<file path="config.mk">
export PLATFORM = sky130hd
export DESIGN_NAME = csa_accum_ctrl
export DESIGN_NICKNAME = d
export VERILOG_FILES = /design/src/rtl/csa_accum_ctrl.sv
export SDC_FILE = /design/constraint.sdc
export NUM_CORES = 1
export LEC_CHECK = 0
export CORE_AREA = 2 2 106 57
export CTS_CLUSTER_SIZE = 8
export DETAILED_ROUTE_END_ITERATION = 6
export DIE_AREA = 0 0 108 59
export SLEW_MARGIN = 20
export SYNTH_ARGS = -nofsm -noshare
export SYNTH_HDL_FRONTEND = slang
export SYNTH_SLANG_ARGS = --single-unit
</file>
<file path="constraint.sdc">
create_clock -name clk -period 4.25 [get_ports clk]
set_input_delay 1.275 -clock clk [delete_from_list [all_inputs] [get_ports clk]]
set_output_delay 1.275 -clock clk [all_outputs]
set_load 0.02 [all_outputs]
</file>
<file path="src/rtl/csa_accum_ctrl.sv">
// Carry-save accumulator controller: sums an operand stream in redundant form, then resolves it with one add.
// Optional build macro CSA_ACC_OVF_EN adds guard bits and the out_ovf port.
module csa_accum_ctrl #(
  parameter int WIDTH   = 8,
  parameter int MAX_OPS = 16,
  localparam int CW     = $clog2(MAX_OPS + 1)
) (
  input  logic             clk,
  input  logic             rstn,
  input  logic             in_valid,
  output logic             in_ready,
  input  logic [WIDTH-1:0] in_data,
  input  logic             in_last,
  output logic             out_valid,
  input  logic             out_ready,
  output logic [WIDTH-1:0] out_data,
  output logic [CW-1:0]    out_count,
  output logic             out_trunc
`ifdef CSA_ACC_OVF_EN
  ,
  output logic             out_ovf
`endif
);

`ifdef CSA_ACC_OVF_EN
  localparam int AW = WIDTH + CW;
`else
  localparam int AW = WIDTH;
`endif

  typedef enum logic [1:0] {S_IDLE, S_ACC, S_RESOLVE, S_OUT} state_t;

  state_t           r_state;
  state_t           w_state_next;
  logic [AW-1:0]    r_sum;
  // The cout MSB would be shifted out on feedback, so only the lower bits are stored.
  logic [AW-2:0]    r_carry;
  logic [CW-1:0]    r_cnt;
  logic [WIDTH-1:0] r_out_data;
  logic [CW-1:0]    r_out_count;
  logic             r_out_trunc;

  logic [AW-1:0]    w_opnd;
  logic [AW-1:0]    w_x;
  logic [AW-1:0]    w_y;
  logic [AW-1:0]    w_s;
  logic [AW-2:0]    w_cout;
  logic [AW-1:0]    w_resolved;
  logic [CW-1:0]    w_cnt_inc;
  logic             w_close;
  logic             w_accept;
  logic             w_in_ready;
  logic             w_out_valid;

`ifdef CSA_ACC_OVF_EN
  logic r_out_ovf;
  assign w_opnd  = {{CW{1'b0}}, in_data};
  assign out_ovf = r_out_ovf;
`else
  assign w_opnd = in_data;
`endif

  // A batch starts from zero in IDLE regardless of what the registers hold.
  assign w_x       = (r_state == S_IDLE) ? '0 : r_sum;
  assign w_y       = (r_state == S_IDLE) ? '0 : {r_carry, 1'b0};
  assign w_s       = w_x ^ w_y ^ w_opnd;
  assign w_cout    = (w_x[AW-2:0] & w_y[AW-2:0]) | (w_x[AW-2:0] & w_opnd[AW-2:0]) |
                     (w_y[AW-2:0] & w_opnd[AW-2:0]);
  assign w_resolved = r_sum + {r_carry, 1'b0};
  assign w_cnt_inc = (r_state == S_IDLE) ? CW'(1) : r_cnt + CW'(1);
  assign w_close   = in_last || (w_cnt_inc == CW'(MAX_OPS));
  assign w_accept  = in_valid && w_in_ready;

  assign in_ready  = w_in_ready;
  assign out_valid = w_out_valid;
  assign out_data  = r_out_data;
  assign out_count = r_out_count;
  assign out_trunc = r_out_trunc;

  always_ff @(posedge clk) begin
    if (!rstn) r_state <= S_IDLE;
    else       r_state <= w_state_next;
  end

  always_comb begin
    w_state_next = r_state;
    w_in_ready   = 1'b0;
    w_out_valid  = 1'b0;
    case (r_state)
      S_IDLE: begin
        w_in_ready = 1'b1;
        if (in_valid) w_state_next = w_close ? S_RESOLVE : S_ACC;
      end
      S_ACC: begin
        w_in_ready = 1'b1;
        if (in_valid && w_close) w_state_next = S_RESOLVE;
      end
      S_RESOLVE: w_state_next = S_OUT;
      S_OUT: begin
        w_out_valid = 1'b1;
        if (out_ready) w_state_next = S_IDLE;
      end
      default: w_state_next = S_IDLE;
    endcase
  end

  always_ff @(posedge clk) begin
    if (!rstn) begin
      r_sum       <= '0;
      r_carry     <= '0;
      r_cnt       <= '0;
      r_out_data  <= '0;
      r_out_count <= '0;
      r_out_trunc <= 1'b0;
`ifdef CSA_ACC_OVF_EN
      r_out_ovf   <= 1'b0;
`endif
    end else begin
      case (r_state)
        S_IDLE, S_ACC: begin
          if (w_accept) begin
            r_sum   <= w_s;
            r_carry <= w_cout;
            r_cnt   <= w_cnt_inc;
            if (w_close) r_out_trunc <= ~in_last;
          end
        end
        S_RESOLVE: begin
          r_out_data  <= w_resolved[WIDTH-1:0];
          r_out_count <= r_cnt;
`ifdef CSA_ACC_OVF_EN
          r_out_ovf   <= |w_resolved[AW-1:WIDTH];
`endif
        end
        S_OUT: begin
          if (out_ready) begin
            r_sum   <= '0;
            r_carry <= '0;
            r_cnt   <= '0;
          end
        end
        default: ;
      endcase
    end
  end

endmodule

</file>
==> summary.md <==
| Metric | Value |
|---|---|
| P_int | about 700 uW |
| DRT antenna net count | 0 |
| Top post-synthesis cells by count | dfxtp_1, nand2_1, nor2b_1 |
| Pre-CTS setup slack | approximately 1.2 ns |
| Avg Cell Area, Syn | ~8.9 sq um |
| Reg2reg end | r_cnt[2]$_SDFFE_PN0P_ |
| Distinct cells, synth | 40 |
| Crit end category | output port |
| Max Cap Viol | 0 |
| Final period util | 75.7% |
| Clk_lat worst skew | about 0.28 ns |
| Total Routing Usage GR | 14.8% |
| Max Buffers Root-to-Sink | 2 |
| EDFF count, synth | 0 |
| Flop pwr share | 37.2% |
| Reg2reg start | r_state[1]$_SDFFE_PN0P_ |
| Worst hold path class | reg -> reg |
| Num CTS Buffers | 5 |
| Initial antenna violation count | 0 |
| Worst slew pin tran | 0.843 ns |
| FF-to-FF path depth | 5 |
| R2R Setup Slk | 2.19 ns |
| Layout fillers | 547 |
| Number of synthesized register bits | 36 |
| CTS sink count | 36 |
| P&R area growth vs syn | 19.1% |
| Fraction of registers with async set/reset | 0% |
| Worst Setup EP | in_ready |
| Power per cell area | approximately 450 mW/mm^2 |
| Setup_tns | 0 ns |
| Final setup violation count | 0 |
| Drt first pass iters | 4 |
| Ports | 29 |
| Synth warnings | 0 |
| Antenna Cells | 0 |
| Total Routed Length | 4410 um |
| H-Tree Depth | 2 |
| Post-synthesis cell count | 237 |
| Clk pwr share | roughly a fifth |
| Final Hold Fails | 0 |
| Port-buffer cells | 28 |
| Die X | 108 um |
| Setup bufs post-CTS | 0 |
| DP Wirelength | 3060 um |
| Die area | 0.00637 sq mm |
| Post-CTS sizing | 0 |
| DRC | 0 |
| Number of global-route vias before repair | 1,604 |
| Critical path startpoint | r_state[1]$_SDFFE_PN0P_ |
| Combinational share of power | 42.1% |
| Grt peak-use layer | met2 |
| Max Slew Vio Count | 0 |
| Peak VDD IR | approximately 0.27 mV |
| Std-Cell Rows | 19 |
| Seq/Total Area, Yosys | around a third |
| Hold_sp | out_data[5]$_SDFFE_PN0P_ |
| Pleak | 0.000954 uW |
| Via count | 1,669 |
| Switching share of total power | ~38% |
| Die Y | 59 um |
| Fin crit period | 3.22 ns |
| Via density | between 4 and 5 |
| Critical path type | reg -> out |
| Critical path arrival | 1.94 ns |
| Synth area leaders | dfxtp_1, ha_1, fa_1 |
| Psw | 426 uW |
| GRT overflow | 0 |
| Initial Utilization | between 30% and 40% |
| Global routing met3 resource utilization | 3.30% |
| CTS root buf | clkbuf_8 |
| Detailed-route wire length per cell | approximately 13 um |
| Met2 usage | 23.8% |
| Global Route met1 Usage | 20.0% |
| Reg clk slew, reported paths | 0.07 ns |
| Crit path max fanout | 25 |
| Skew final | 0.00601 ns |
| Pin count of the biggest net entering global routing | 26 |
| Drt first-iter violations | 49 |
| First-pass GRT wire length | 7380 um |
| Critical Path Source Type | flop |
| Syn_nets | 269 |
| TritonCTS clock tree | yes |
| Layout Nets | 296 |
| # hold bufs at CTS | 0 |
| Layout cells sized above 1 | 5.30% |
| Outcome | finished, final reports clean |
| Core Area | 0.00535 sq mm |
| Worst EP required | 2.97 ns |
| RSZ-0062 raised after global routing | no |
| Worst slew margin | 43.8% |
| Top cell type's share of synthesized area | 34.2% |
| Most used DFF post-synth | dfxtp_1 |
| Final Worst Setup Slack | 1.03 ns |
| Final RePlAce weighted congestion | 0.862 |
| Area of the mapped netlist | around 0.0021 sq mm |
| Cell taking the most area after synthesis | dfxtp_1 |
| Most common cell in the netlist | dfxtp_1 |
| Fmax | between 300 and 400 MHz |
==> state kept, by name, indices dropped and copies added, names as in the netlist <==
register,cells
r_carry,7
out_data,8
r_sum,8
r_cnt,5
out_trunc,1
r_state,2
out_count,5
==> layout by cell type (no fill, tap or decap), drive strengths merged, types with 5 or more instances in the layout <==
cell type / netlist / final
a21oi: 5 / 5
and2: 13 / 13
clkbuf: 7 / 6
clkdlybuf4s50: 0 / 28
dfxtp: 36 / 36
fa: 7 / 7
ha: 12 / 12
inv: 15 / 15
mux2i: 13 / 13
nand2: 27 / 27
nand2b: 14 / 14
nor2: 5 / 5
nor2b: 19 / 19
nor3: 6 / 6
o21ai: 18 / 18
==> critical path, stage by stage (launching register included) <==
cell	delay (ns)
dfxtp_1	0.42
inv_1	0.09
ha_1	0.18
buf_4	0.21
nor2_1	0.15
inv_1	0.07
clkdlybuf4s50_1	0.53
==> cell families (layout without fill, tap and decap cells) <==
family,Yosys count,in the layout,synth area share (%)
buf+inv,27,54,6.36
fa+ha+maj,19,19,13.8
flops,36,36,34.2
mux,14,14,6.71
xor+xnor,4,4,1.66
simple gates,97,97,25.2
compound gates,40,40,12.1
==> layout make-up <==
type | instances | area, sq um | share of cell area, %
Sequential cell | 36 | 721 | 28.7
Inverter | 15 | 56.3 | 2.25
Clock buffer | 6 | 72.6 | 2.89
Timing Repair Buffer | 32 | 310 | 12.4
Clock inverter | 1 | 5.00 | 0.200
Tap cell | 73 | 91.3 | 3.64
Multi-Input combinational cell | 174 | 1250 | 49.9
==> metal layers <==
metal | part of all wire [%] | up-vias
met5 | 0 | -
met4 | 0.98 | 0
met3 | 2.9 | 4
met2 | 45 | 22
met1 | 51 | 806
li1 | - | 837
==> how the worst min path moves through the flow <==
stage / to / slack [ns] / cells past startpoint
floorplan: r_cnt[4]$_SDFFE_PN0P_ / 0.46 / 2
CTS: out_data[5]$_SDFFE_PN0P_ / 0.49 / 2
global placement: out_data[5]$_SDFFE_PN0P_ / 0.46 / 2
detailed placement: out_data[2]$_SDFFE_PN0P_ / 0.47 / 1
global route: out_data[2]$_SDFFE_PN0P_ / 0.52 / 1
finish: out_data[5]$_SDFFE_PN0P_ / 0.49 / 2
==> through the flow <==
| stage | cells | hold slack (ns) | power [uW] | area [sq um] | util [%] |
|---|---|---|---|---|---|
| floorplan | 237 | 0.456 | 781 | 2110 | - |
| global placement | 330 | 0.463 | 886 | 2430 | 45.4 |
| detailed placement | 330 | 0.473 | 897 | 2430 | 45.4 |
| CTS | 337 | 0.493 | 1130 | 2510 | 46.9 |
| global route | 337 | 0.518 | 1200 | 2510 | 46.9 |
| finish | 337 | 0.487 | 1120 | 2510 | 46.9 |
==> power by group through the flow <==
stage	clock, uW	sequential [uW]	combinational [uW]
2_1_floorplan	0	431	350
3_5_place_dp	0	425	472
6_report	233	418	472
3_3_place_gp	0	425	461
4_1_cts	240	418	474
5_1_grt	252	425	522
Power figures use the tool's default switching activity.
